## config.mk

```make
export PLATFORM = sky130hd
export DESIGN_NAME = alu
export DESIGN_NICKNAME = d
export VERILOG_FILES = /design/src/rtl/alu.sv
export SDC_FILE = /design/constraint.sdc
export NUM_CORES = 1
export LEC_CHECK = 0
export CORE_ASPECT_RATIO = 1.5
export CORE_MARGIN = 1
export CORE_UTILIZATION = 55
export CTS_CLUSTER_SIZE = 28
export DETAILED_ROUTE_END_ITERATION = 6
export PLACE_DENSITY_LB_ADDON = 0.1
export SKIP_CTS_REPAIR_TIMING = 1
export SLEW_MARGIN = 0
export SYNTH_ARGS = -nofsm -noshare
export SYNTH_HDL_FRONTEND = slang
export SYNTH_SLANG_ARGS = --single-unit
```

## constraint.sdc

```tcl
create_clock -name clk -period 5.3 [get_ports clk]
set_input_delay 1.59 -clock clk [delete_from_list [all_inputs] [get_ports clk]]
set_output_delay 1.59 -clock clk [all_outputs]
set_load 0.005 [all_outputs]
```

## src/rtl/alu.sv

```systemverilog
// RV32I execute-stage ALU with a registered result, zero flag and valid.
// Optional macro ALU_MUL_EN enables MUL on select code 1010.
module alu #(
    parameter int unsigned WIDTH = 32
) (
    input  logic             clk,
    input  logic             rst_n,
    input  logic             in_valid,
    input  logic [WIDTH-1:0] in1,
    input  logic [WIDTH-1:0] in2,
    input  logic [3:0]       alu_sel,
    output logic [WIDTH-1:0] alu_out,
    output logic             zero,
    output logic             out_valid
);

    localparam int unsigned SHAMT_W = $clog2(WIDTH);

    localparam logic [3:0] SEL_ADD   = 4'b0000;
    localparam logic [3:0] SEL_SLL   = 4'b0001;
    localparam logic [3:0] SEL_SLT   = 4'b0010;
    localparam logic [3:0] SEL_SLTU  = 4'b0011;
    localparam logic [3:0] SEL_XOR   = 4'b0100;
    localparam logic [3:0] SEL_SRL   = 4'b0101;
    localparam logic [3:0] SEL_OR    = 4'b0110;
    localparam logic [3:0] SEL_AND   = 4'b0111;
    localparam logic [3:0] SEL_SUB   = 4'b1000;
    localparam logic [3:0] SEL_PASSB = 4'b1001;
    localparam logic [3:0] SEL_MUL   = 4'b1010;
    localparam logic [3:0] SEL_SRA   = 4'b1101;

    logic [SHAMT_W-1:0] w_shamt;
    logic               w_lt_s;
    logic               w_lt_u;
    logic [WIDTH-1:0]   w_sra;
    logic [WIDTH-1:0]   w_mul;
    logic [WIDTH-1:0]   w_result;

    logic [WIDTH-1:0]   r_alu_out;
    logic               r_zero;
    logic               r_out_valid;

    // Only the low shift-amount bits of in2 are meaningful for shifts.
    assign w_shamt = in2[SHAMT_W-1:0];
    assign w_lt_s  = $signed(in1) < $signed(in2);
    assign w_lt_u  = in1 < in2;
    assign w_sra   = WIDTH'($unsigned($signed(in1) >>> w_shamt));

`ifdef ALU_MUL_EN
    assign w_mul = WIDTH'(in1 * in2);
`else
    assign w_mul = '0;
`endif

    // Result select; unused codes produce zero.
    always_comb begin
        w_result = '0;
        case (alu_sel)
            SEL_ADD:   w_result = in1 + in2;
            SEL_SUB:   w_result = in1 - in2;
            SEL_SLL:   w_result = in1 << w_shamt;
            SEL_SLT:   w_result = WIDTH'(w_lt_s);
            SEL_SLTU:  w_result = WIDTH'(w_lt_u);
            SEL_XOR:   w_result = in1 ^ in2;
            SEL_SRL:   w_result = in1 >> w_shamt;
            SEL_SRA:   w_result = w_sra;
            SEL_OR:    w_result = in1 | in2;
            SEL_AND:   w_result = in1 & in2;
            SEL_PASSB: w_result = in2;
            SEL_MUL:   w_result = w_mul;
            default:   w_result = '0;
        endcase
    end

    // Result and zero load only on valid issue; valid is a one-cycle copy.
    always_ff @(posedge clk) begin
        if (!rst_n) begin
            r_alu_out   <= '0;
            r_zero      <= 1'b1;
            r_out_valid <= 1'b0;
        end else begin
            r_out_valid <= in_valid;
            if (in_valid) begin
                r_alu_out <= w_result;
                r_zero    <= (w_result == '0);
            end
        end
    end

    assign alu_out   = r_alu_out;
    assign zero      = r_zero;
    assign out_valid = r_out_valid;

endmodule

```

==> flow_metrics.py, run 1 <==
metrics = {
    "die": {
        "die-height_um": 177,
        "start_util": 0.564,
        "ios": 105,
        "rows": 63,
        "die_x_um": 118,
    },
    "yosys": {
        "yosys_warnings": 0,
        "ys_seq_area_frac": 0.0608,
        "syn_inst": 1606,
        "synth_seq_cells": 34,
        "synth_nets": 1776,
        "synth_flop_cell": "dfxtp_1",
        "synth_edf_count": 0,
        "yosysUniqueCellTypes": 90,
        "async_reset_ff_frac": 0,
        "syn-cell-area_sq_mm": 0.0112,
        "syn_area_per_cell_sq_um": 6.97,
    },
    "placement": {
        "place_hpwl_um": 50000,
        "dpl-instance-area_sq_mm": 0.0154,
        "place_congestion": 1.33,
        "portBuffers": 104,
    },
    "grt": {
        "grt_usage": 0.626,
        "grt.overflow.total": 3,
        "grt_start_max_net_pins": 52,
    },
    "run_status": {
        "error": "[ERROR GRT-0232] Routing congestion too high. Check the congestion heatmap in the GUI.",
        "haltStage": "global routing (5_1_grt)",
        "status": "aborted with a tool error",
    },
    "timing": {
        "endpoint_type": "register input",
        "postGrtWorstEndpoint": "zero$_SDFFE_PN1P_/D",
    },
    "clock_network": {
        "cts_buffers": 5,
        "cts_max_level": 2,
        "cts.path.max_buffers": 2,
        "clock-sinks": 34,
        "clockRootBuffer": "clkbuf_16",
    },
}
## per-stage QoR
step	hold slack (ps)	setup TNS [ps]	setup WS (ps)	cells
CTS	492	-129	-129	2289
detailed placement	481	-925	-348	2281
global placement	472	-509	-352	2281
floorplan	475	0	55.5	1606
## metal layers
layer	overflow	global-route usage
met1	0	0.628
met2	1	0.911
met3	0	0.326
met4	2	0.633
met5	0	0.0313
## synthesized netlist by cell type, drive strengths merged (33+ instances only)
| cell | number | area [sq um] |
|---|---|---|
| mux2 | 33 | 372 |
| dfxtp | 34 | 681 |
| clkbuf | 81 | 304 |
| nand2 | 130 | 488 |
| ha | 97 | 1210 |
| inv | 99 | 372 |
| mux2i | 57 | 587 |
| nor2 | 186 | 701 |
| a21oi | 125 | 626 |
| a211oi | 52 | 405 |
| o21ai | 80 | 400 |
| nand3 | 38 | 190 |
| nor3 | 56 | 280 |
| buf | 43 | 265 |
## cells by family after synthesis
group | Yosys count | share of synthesized area
multiplexers | 119 | 0.146
flip-flops | 34 | 0.0608
AND/OR/NAND/NOR | 557 | 0.236
adder cells (fa/ha/maj) | 99 | 0.112
AO/OA/AOI/OAI | 561 | 0.352
buffers and inverters | 226 | 0.0851
XOR/XNOR | 10 | 0.00782
==> inputs of run 2 (changes only) <==
CORE_ASPECT_RATIO = default   (was 1.5)
CORE_UTILIZATION = 40   (was 55)
CTS_CLUSTER_SIZE = default   (was 28)
PLACE_DENSITY_LB_ADDON = 0.15   (was 0.1)
clock period = 6.89 ns   (was 5.3 ns; I/O delays follow)
==> run 2 against run 1 <==
Net effect: the flow now finishes, with violations (DRC); area after synthesis stayed put; synthesized cell count stayed put.
==> flow_metrics.py, run 2 <==
metrics = {
    "run_status": {
        "status": "finished with violations",
        "violations": "DRC",
    },
    "worst_setup_path": {
        "crit_required_ps": 7120,
        "r2r-start": "zero$_SDFFE_PN1P_",
        "criticalPathCategory": "in -> reg",
        "path_max_fanout": 14,
        "crit_path_end_kind": "register",
        "critPathLaunch": "in1[6]",
        "arrival_ps": 6840,
        "critPathLaunchType": "primary input",
    },
    "final_layout": {
        "final_core_util": 0.487,
        "n_antenna_cell": 0,
        "nNetsFinal": 1880,
        "final_cell_mix": "nor2_1, nand2_1, a21oi_1, buf_4, clkdlybuf4s50_1",
        "largest_reg_flops": 32,
        "syn2layout_area_growth_pct": 18.2,
        "final_common_cell": "nor2_1",
        "postLayoutCellArea_sq_mm": 0.0132,
        "drive_above_1_share": 0.128,
    },
    "yosys": {
        "syn_inst": 1606,
        "synth_edf_count": 0,
        "ys_top_cells_by_count": "nor2_1, nand2_1, a21oi_1, inv_1, ha_1",
        "syn_area_per_cell_sq_um": 6.97,
        "ys_seq_area_frac": 0.0608,
        "yosys.area.top_type": "ha_1",
        "yosys_warnings": 0,
        "synth_seq_cells": 34,
        "netlist.area_leader.share": 0.108,
        "yosys-top-cells-area": "ha_1, nor2_1, dfxtp_1",
        "syn-cell-area_sq_mm": 0.0112,
        "synth.most_common_cell": "nor2_1",
        "yosysUniqueCellTypes": 90,
        "synth_nets": 1776,
        "synth_flop_cell": "dfxtp_1",
        "async_reset_ff_frac": 0,
    },
    "die": {
        "die-height_um": 169,
        "start_util": 0.412,
        "ios": 105,
        "die_x_um": 169,
        "fp.coreArea_sq_mm": 0.0272,
        "rows": 60,
        "die_area_sq_mm": 0.0287,
    },
    "min_path": {
        "hp-start": "alu_out[30]$_SDFFE_PN0P_",
        "hold_class": "reg -> reg",
    },
    "routing": {
        "vias_per_cell": 6.94,
        "postRouteAntennaNets": 0,
        "wl_um": 63800,
        "dr_total_vias": 14500,
        "drt_iter0_markers": 2278,
        "wire_per_inst_um": 30.6,
        "drc": 1,
        "firstDrtPassIters": 7,
    },
    "grt": {
        "grt_first_pass_wirelength_um": 92400,
        "globalRouteMet1Util": 0.585,
        "grt_pass1_vias": 13400,
        "grt_start_max_net_pins": 64,
        "grt_most_used_layer": "met2",
        "grt_usage": 0.438,
        "grtUsageMet2": 0.658,
        "grt.overflow.total": 0,
        "use_met3": 0.0893,
        "antenna_found_initial": 3,
    },
    "clock_network": {
        "cts_max_level": 2,
        "clockRootBuffer": "clkbuf_16",
        "clk_pin_slew_worst_paths_ps": 50,
        "insertion_delay_ps": 290,
        "clock-sinks": 34,
        "cts_buffers": 5,
        "cts.path.max_buffers": 2,
        "cts_tree": "done",
    },
    "placement": {
        "place_hpwl_um": 51000,
        "dpl-instance-area_sq_mm": 0.0131,
        "portBuffers": 104,
        "place_congestion": 1.09,
    },
    "timing": {
        "tns_ps": 0,
        "maxSlewHeadroom": 0.258,
        "period_share": 0.959,
        "min_period_ps": 6610,
        "rsz0062_at_grt": "no",
        "fmax_mhz": 151,
        "setup_viol": 0,
        "tightest_slew_ps": 1110,
        "slew_viol_final": 0,
        "finClkSkew_ps": 0,
        "finalHoldViolations": 0,
    },
    "pwr": {
        "ir_worst_vdd_uv": 98.7,
        "p_leak_uw": 0.00539,
        "power_density_mw_per_mm2": 119,
    },
    "job": {
        "cap_violations": 0,
    },
}
-- run 2: critical path, cell delays in order --
cell	delay [ps]
clkdlybuf4s50_1	630
inv_1	110
ha_1	500
a21oi_1	360
nand3_1	170
a2111oi_0	610
nor3_1	230
a21boi_0	600
o221ai_1	230
a21oi_1	280
nand4_1	190
nor4_1	380
buf_4	170
and3b_1	140
a311o_1	150
-- run 2: final cells by class --
cell class,instances,area [sq um]
fill,2858,13900
timing repair buffer,221,1930
clock inverter,3,40.0
inverter,102,383
multi-input combinational,1346,9600
clock buffer,5,125
tap,372,465
sequential,34,681
-- run 2: routing by layer --
layer,up-vias,share of wire
li1,6287,-
met1,6922,0.41
met5,-,0.00024
met4,2,0.064
met3,202,0.10
met2,1039,0.42
-- run 2: stage by stage --
step	std cells	hold slack, ps	total power [uW]	worst slack (ps)
floorplan	1606	475	831	1170
finish	2083	484	1570	280
CTS	2083	484	1530	533
global route	2083	502	1640	86.1
global placement	2075	470	1270	426
detailed placement	2075	475	1270	228
-- run 2: final timing paths --
check,endpoint,slack (ps),cells after the start
max reg2reg,zero$_SDFFE_PN1P_,6020,2
min reg2reg,alu_out[30]$_SDFFE_PN0P_,480,2
min,alu_out[30]$_SDFFE_PN0P_,480,2
max,zero$_SDFFE_PN1P_,280,15
-- run 2: cell families (layout without fill, tap and decap cells) --
logic type,Yosys count,in the layout,synth area share
and+or+nand+nor,557,557,0.236
muxes,119,119,0.146
xor gates and xnor gates,10,10,0.00782
AOI/OAI and AO/OA,561,561,0.352
buffers and inverters,226,331,0.0851
adders and majority gates,99,99,0.112
DFF,34,34,0.0608
-- run 2: power by group --
group / internal, uW / switching [uW]
clock: 169 / 87.5
combinational: 398 / 695
sequential: 213 / 8.16
No activity file was read; power rests on OpenSTA's default activity.
==> inputs of run 3 (changes only) <==
HOLD_SLACK_MARGIN = 0.05   (was default)
REMOVE_ABC_BUFFERS = 1   (was default)
==> run 3 against run 2 <==
Net effect: the run now ends clean; clock power down 12%; total power up 1.3%; non-clock buffer count up 32; final cell count up 1.5%; sequential share of layout area down 0.090 points; first-iteration DRC count up 12%; routed wire length up 0.71%; global-route usage up 0.39 points; largest power group unchanged.
==> flow_metrics.py, run 3 (synthesized netlist as in run 2, its figures left out) <==
metrics = {
    "timing": {
        "min_period_ps": 6730,
        "tightest_slew_ps": 1270,
        "rsz0062_at_grt": "no",
        "finalHoldViolations": 0,
        "finClkSkew_ps": 0,
        "period_share": 0.977,
        "fmax_mhz": 149,
        "tns_ps": 0,
        "setup_viol": 0,
        "slew_viol_final": 0,
        "maxSlewHeadroom": 0.147,
        "holdWs_ps": 481,
    },
    "worst_setup_path": {
        "crit_required_ps": 7110,
        "criticalPathCategory": "in -> reg",
        "r2r_slack_ps": 6020,
        "critPathLaunchType": "primary input",
        "crit_path_end_kind": "register",
        "arrival_ps": 6950,
        "path_max_fanout": 13,
        "reg2reg_depth": 2,
        "r2r-start": "zero$_SDFFE_PN1P_",
        "r2r_end": "zero$_SDFFE_PN1P_",
    },
    "die": {
        "die_area_sq_mm": 0.0287,
        "start_util": 0.412,
        "fp.coreArea_sq_mm": 0.0272,
        "die_x_um": 169,
        "die-height_um": 169,
        "ios": 105,
        "rows": 60,
    },
    "final_layout": {
        "final_cell_mix": "nor2_1, buf_4, nand2_1, a21oi_1",
        "final_core_util": 0.495,
        "final.fill_count": 2843,
        "nNetsFinal": 1912,
        "drive_above_1_share": 0.145,
        "final_common_cell": "nor2_1",
        "largest_reg_flops": 32,
        "multiInputGateArea_sq_mm": 0.00960,
        "n_antenna_cell": 0,
        "regArea_sq_um": 681,
        "syn2layout_area_growth_pct": 20.3,
    },
    "grt": {
        "antenna_found_initial": 1,
        "grt_usage": 0.442,
        "grt_start_max_net_pins": 52,
        "grt.overflow.total": 0,
        "grt_pass1_vias": 13500,
        "grt_first_pass_wirelength_um": 93100,
    },
    "routing": {
        "postRouteAntennaNets": 0,
        "dr_total_vias": 14800,
        "drc": 0,
        "vias_per_cell": 7.02,
        "firstDrtPassIters": 6,
        "wl_um": 64200,
        "wire_per_inst_um": 30.4,
        "drt_iter0_markers": 2543,
    },
    "clock_network": {
        "clockRootBuffer": "clkbuf_16",
        "cts.path.max_buffers": 2,
        "clk_pin_slew_worst_paths_ps": 50,
        "insertion_delay_ps": 280,
        "cts_tree": "done",
        "clock-sinks": 34,
        "cts_max_level": 2,
        "cts_buffers": 5,
    },
    "pwr": {
        "ir_worst_vdd_uv": 80.0,
        "power_density_mw_per_mm2": 118,
        "intPower_uw": 775,
        "p_comb_frac": 0.719,
        "power_switching_uw": 817,
        "pwr-share-seq": 0.139,
        "swShare": 0.513,
        "clkPwrFrac": 0.142,
        "p_leak_uw": 0.00554,
    },
    "run_status": {
        "status": "finished clean",
    },
    "min_path": {
        "min_to": "alu_out[12]$_SDFFE_PN0P_",
        "holdPathStages": 2,
        "hp-start": "alu_out[12]$_SDFFE_PN0P_",
        "hold_class": "reg -> reg",
    },
    "placement": {
        "place_congestion": 1.12,
        "place_hpwl_um": 51800,
        "portBuffers": 104,
    },
    "job": {
        "cap_violations": 0,
    },
}
-- run 3: how the worst max path moves through the flow --
| stage | from | end | depth (start not counted) |
|---|---|---|---|
| 2_1_floorplan | alu_sel[2] | zero$_SDFFE_PN1P_ | 8 |
| 3_3_place_gp | in1[6] | zero$_SDFFE_PN1P_ | 15 |
| 3_5_place_dp | in1[6] | zero$_SDFFE_PN1P_ | 15 |
| 4_1_cts | in1[6] | zero$_SDFFE_PN1P_ | 15 |
| 5_1_grt | in1[6] | zero$_SDFFE_PN1P_ | 15 |
| 6_report | in1[6] | zero$_SDFFE_PN1P_ | 15 |
-- run 3: per-stage QoR --
stage / area, sq um / std cells / setup WS [ps] / power, uW
after detailed placement: 13300 / 2107 / -35.6 / 1310
after global placement: 13300 / 2107 / -107 / 1310
after floorplan: 10600 / 1482 / 903 / 778
after CTS: 13500 / 2115 / 256 / 1540
after global routing: 13500 / 2115 / 24.5 / 1650
final: 13500 / 2115 / 161 / 1590
-- run 3: layout make-up --
| type | count | area share |
|---|---|---|
| clock buffer | 6 | 0.0103 |
| clock inverter | 2 | 0.000929 |
| inverter | 102 | 0.0284 |
| multi-input combinational | 1346 | 0.713 |
| sequential | 34 | 0.0506 |
| tap | 372 | 0.0346 |
| timing repair buffer | 253 | 0.162 |
-- run 3: per-layer routing --
layer | GRT usage | vias to the layer above | routed length (um)
met3 | 0.113 | 194 | 9010
met1 | 0.618 | 7061 | 26400
li1 | - | 6352 | -
met4 | 0.175 | 2 | 2990
met2 | 0.641 | 1240 | 25800
met5 | 0 | - | 15
-- run 3: power by group through the flow --
| stage | combinational, uW | clock (uW) | sequential (uW) |
|---|---|---|---|
| finish | 1140 | 226 | 221 |
| global route | 1190 | 239 | 223 |
| CTS | 1090 | 233 | 222 |
| detailed placement | 1080 | 0 | 226 |
| global placement | 1090 | 0 | 225 |
| floorplan | 551 | 0 | 227 |
-- run 3: worst max-delay path: stages --
cell	delay, ps
clkdlybuf4s50_1	650
inv_1	120
ha_1	320
buf_4	200
a21oi_1	380
nand3_1	170
a2111oi_1	700
nor3_1	180
a221o_1	340
a21oi_1	600
nand4_1	360
nor4_1	410
buf_4	160
and3b_1	140
a311o_1	160
==> inputs of run 4 (changes only) <==
CAP_MARGIN = 20   (was default)
==> run 4 against run 3 <==
Net effect: global-route usage hardly changed; clock-buffer cell count is 1 lower; clock skew stayed put; first-iteration DRC count is 7.7% lower; fmax is 3.5% higher; critical path type unchanged; critical endpoint unchanged; largest cell class unchanged; largest power group unchanged.
==> flow_metrics.py, run 4 (synthesized netlist as in run 2, its figures left out) <==
metrics = {
    "placement": {
        "portBuffers": 104,
        "place_ws_ps": -71.4,
        "place_hpwl_um": 51900,
        "place_congestion": 1.12,
        "placed_cells": 2108,
    },
    "die": {
        "rows": 60,
        "die_x_um": 169,
        "fp.coreArea_sq_mm": 0.0272,
        "die_area_sq_mm": 0.0287,
        "start_util": 0.412,
        "die-height_um": 169,
        "ios": 105,
    },
    "clock_network": {
        "cts_buffers": 5,
        "clk_pin_slew_worst_paths_ps": 50,
        "cts_max_level": 2,
        "insertion_delay_ps": 280,
        "clock-sinks": 34,
        "clockRootBuffer": "clkbuf_16",
        "cts_tree": "done",
        "cts.path.max_buffers": 2,
    },
    "worst_setup_path": {
        "cp_slowest_cell": "clkdlybuf4s50_1",
        "r2r_slack_ps": 6010,
        "r2r-start": "zero$_SDFFE_PN1P_",
        "critPathLaunchType": "primary input",
        "arrival_ps": 6720,
        "path_max_fanout": 13,
        "criticalPathCategory": "in -> reg",
        "crit_required_ps": 7110,
        "crit_chain": "clkdlybuf4s50_1 > inv_1 > ha_1 > buf_4 > a21oi_1 > o211ai_1 > nor4_1 > nor3_1 > a21boi_0 > o221ai_1 > a21oi_1 > nand4_1 > nor4_1 > buf_4 > and3b_1 > a311o_1",
        "cpLargestDelayFamily": "compound AO/OA/AOI/OAI gates",
        "crit_path_max_incr_delay_ps": 640,
        "path_buf_inv": 4,
        "critPathLaunch": "in1[6]",
        "reg2reg_depth": 2,
        "crit_path_end_kind": "register",
        "crit_cells": 16,
        "crit_end": "zero$_SDFFE_PN1P_",
        "r2r_end": "zero$_SDFFE_PN1P_",
    },
    "grt": {
        "grt_pass1_vias": 13700,
        "grt.overflow.total": 0,
        "grt_start_max_net_pins": 52,
        "grt_usage": 0.442,
        "antenna_found_initial": 2,
        "grt_first_pass_wirelength_um": 93500,
    },
    "final_layout": {
        "drive_above_1_share": 0.146,
        "fin_cells": 2116,
        "syn2layout_area_growth_pct": 20.8,
        "final_common_cell": "nor2_1",
        "final_cell_mix": "nor2_1, buf_4, nand2_1, a21oi_1",
        "nNetsFinal": 1913,
        "largest_reg_flops": 32,
        "n_antenna_cell": 0,
    },
    "pwr": {
        "power_density_mw_per_mm2": 123,
        "power_uw": 1660,
        "ir_worst_vdd_uv": 73.7,
        "p_leak_uw": 0.00557,
    },
    "timing": {
        "maxSlewHeadroom": 0.318,
        "period_share": 0.944,
        "setup_ws_ps": 386,
        "finalHoldViolations": 0,
        "finClkSkew_ps": 0,
        "setup_viol": 0,
        "slew_viol_final": 0,
        "fmax_mhz": 154,
        "tightest_slew_ps": 1020,
        "tns_ps": 0,
        "rsz0062_at_grt": "no",
        "holdWs_ps": 482,
        "min_period_ps": 6500,
    },
    "run_status": {
        "status": "finished clean",
    },
    "routing": {
        "firstDrtPassIters": 7,
        "dr_total_vias": 14800,
        "vias_per_cell": 6.98,
        "drc": 0,
        "drt_iter0_markers": 2347,
        "postRouteAntennaNets": 0,
        "wl_um": 64200,
        "wire_per_inst_um": 30.3,
    },
    "min_path": {
        "hold_class": "reg -> reg",
    },
    "job": {
        "cap_violations": 0,
    },
}
run 4: how the worst min path moves through the flow:
stage / endpoint / slack [ps] / depth (start not counted) / startpoint
after CTS: alu_out[13]$_SDFFE_PN0P_ / 480 / 2 / alu_out[13]$_SDFFE_PN0P_
after detailed placement: alu_out[13]$_SDFFE_PN0P_ / 480 / 2 / alu_out[13]$_SDFFE_PN0P_
after global placement: alu_out[9]$_SDFFE_PN0P_ / 470 / 2 / alu_out[9]$_SDFFE_PN0P_
after global routing: alu_out[13]$_SDFFE_PN0P_ / 490 / 2 / alu_out[13]$_SDFFE_PN0P_
final: alu_out[13]$_SDFFE_PN0P_ / 480 / 2 / alu_out[13]$_SDFFE_PN0P_
after floorplan: alu_out[24]$_SDFFE_PN0P_ / 470 / 2 / alu_out[24]$_SDFFE_PN0P_
run 4: power breakdown:
group          switching (uW)  leakage [uW]  internal, uW  total, uW
registers                8.05      0.000282           213        222
logic                     727       0.00519           420       1150
clock network            84.0     0.0000940           208        292
run 4: metrics by stage:
stage / area [sq um] / util
finish: 13500 / 0.498
global route: 13500 / 0.498
CTS: 13500 / 0.497
detailed placement: 13300 / 0.490
global placement: 13300 / 0.490
floorplan: 10600 / -
run 4: cell type report:
cell class                      instances  area (sq um)
Fill cell                            2823         13700
Multi-Input combinational cell       1346          9610
Timing Repair Buffer                  254          2190
Sequential cell                        34           681
Tap cell                              372           465
Inverter                              102           383
Clock buffer                            5           125
Clock inverter                          3          68.8
run 4: worst reg2reg max path, stage by stage (launching register included):
cell and delay, ps:
dfxtp_1 310, nor2b_1 130, a311o_1 330
run 4: routing by layer:
| metal | global-route usage | vias to the layer above | share of wire |
|---|---|---|---|
| met5 | 0 | - | 0.00081 |
| li1 | - | 6359 | - |
| met3 | 0.127 | 220 | 0.14 |
| met1 | 0.605 | 7047 | 0.41 |
| met2 | 0.636 | 1141 | 0.40 |
| met4 | 0.201 | 2 | 0.053 |
==> variant (config.mk and constraints of run 4) <==
Put one more register stage on the output `zero`, without a reset. The value now appears one clock later. The other outputs are not delayed to match. Comments in the files are not updated.
--- a/src/rtl/alu.sv
+++ b/src/rtl/alu.sv
@@ -88,7 +88,9 @@
     end
 
     assign alu_out   = r_alu_out;
-    assign zero      = r_zero;
+    always_ff @(posedge clk) begin
+        zero <= r_zero;
+    end
     assign out_valid = r_out_valid;
 
 endmodule
Formal check against the unedited RTL: not equivalent (a bounded check fails within 4 cycles, from zero or initial values and one cycle with rst_n low).
==> variant against run 4 <==
The flow now finishes with violations (DRC). Final area fell by 1.9%. Routed wire length fell by 0.85%. Sequential cell count rose by 1. First-iteration DRC count fell by 2.1%. Total power fell by 1.9%. Worst setup slack got worse by 0.13 ns. Synthesized cell count barely moved. Global-route usage fell by 0.39 points. Area after synthesis rose by 0.18%. Largest cell class unchanged.
==> variant: results (changes against run 4) <==
| Metric | Value |
|---|---|
| Status | `complete, but fails checks` |
| Failing checks | `DRC` |
| First-pass GRT wire length | `92060 um (-1.5%)` |
| Post-synthesis sequential area ratio | `6.248% (+0.17 points)` |
| Critical path origin | `in1[4]` |
| VDD IR max | `81.33 uV (+10%)` |
| Port bufs | `104 (unchanged)` |
| Area growth syn-to-layout | `18.25%` |
| DRC violations left | `27 (+27)` |
| R2R Path End | `r_zero` |
| Worst hold slack | `0.3524 ns (-0.1293 ns)` |
| Pre-CTS WS | `-0.1787 ns (-0.1073 ns)` |
| Vias | `14660 (-0.72%)` |
| Post-synthesis compound-gate area fraction | `35.17% (-0.063 points)` |
| Adder-Cell Fraction of Synth Area | `11.18% (-0.020 points)` |
| Most used DFF post-synth | `dfxtp_1` |
| Worst hold path class | `flip-flop to flip-flop` |
| Max incr delay on CP | `0.66 ns (+0.02 ns)` |
| Hold_sp | `r_zero` |
| Fraction of layout instances using a drive strength above 1 | `12.85% (-1.8 points)` |
| Critical path fanouts, max | `7 (-6)` |
| Crit path capture | `r_zero` |
| NumNets Final | `1881 (-1.7%)` |
| Slowest CP cell | `a211oi_2` |
| RR Startpoint | `r_zero` |
| Async SR Flop Fraction | `0% (unchanged)` |
| Mux cell area share after synthesis | `14.54% (-0.026 points)` |
| Clock Skew | `0.0002454 ns (+0.0002454 ns)` |
| All-Layer GR Usage | `43.86% (-0.39 points)` |
| Final Non-Filler Cells | `2085 (-1.5%)` |
| R2r worst-path depth | `2 (unchanged)` |
| Critical Path AT | `6.89 ns (+0.17 ns)` |
| Syn_area_per_cell | `6.979 um2 (+0.12%)` |
| Fin worst setup slack | `0.2541 ns (-0.1316 ns)` |
| Fillers | `2790 (-1.2%)` |
| DR iter-0 viols | `2297 (-2.1%)` |
| Leak | `5.408 nW (-2.9%)` |
| Placement Cell Area | `13090 um2 (-1.7%)` |
| Post-Route WL | `63660 um (-0.85%)` |
| Hold Path Sink | `zero` |
| Largest cells by area after synthesis | `ha_1 (11%), dfxtp_1 (6.2%), nor2_1 (6.2%)` |
| Routability cong. | `1.090 (-2.4%)` |
| Worst slew pin tran | `1.190 ns (+0.1717 ns)` |
| TritonCTS Buffers | `5 (unchanged)` |
| DP HPWL | `50390 um (-2.8%)` |
| Xor/xnor share of the synthesized area | `0.7810% (-0.0014 points)` |
| Vias in the first global route | `13340 (-2.6%)` |
| Cell variety after synth | `90 (unchanged)` |
| Pin count of the biggest net entering global routing | `53 (+1.9%)` |
| Initial antenna violation count | `5 (+3)` |
==> variant: cell types whose count changed in the layout (fill, tap and decap cells not counted), sizes merged <==
| cell | delta |
|---|---|
| dfxtp | +1 |
| buf | -33 |
| bufinv | -1 |
| clkinv | +1 |
| diode | +1 |
==> variant: per-layer routing <==
metal	share of wire, %	vias to the layer above	global-route usage (%)
met1	41	6997	59.53
met5	0.016	-	0
met2	40	1170	61.89
met3	14	198	15.04
li1	-	6296	-
met4	5.3	2	19.58
==> variant: cell type report <==
type	count	area [um2]	share of cell area, %
antenna	1	2.502	0.01887
clock inverter	3	43.79	0.3302
tap	372	465.4	3.510
inverter	102	382.9	2.887
sequential	35	700.7	5.284
multi-input combinational	1346	9599	72.38
timing repair buffer	221	1942	14.64
clock buffer	5	125.1	0.9435
==> variant: report_power, final <==
part | switching [W] | internal, W
Clock | 0.000122 | 0.000172
Combinational | 0.000709 | 0.000399
Sequential | 0.00000805 | 0.000219
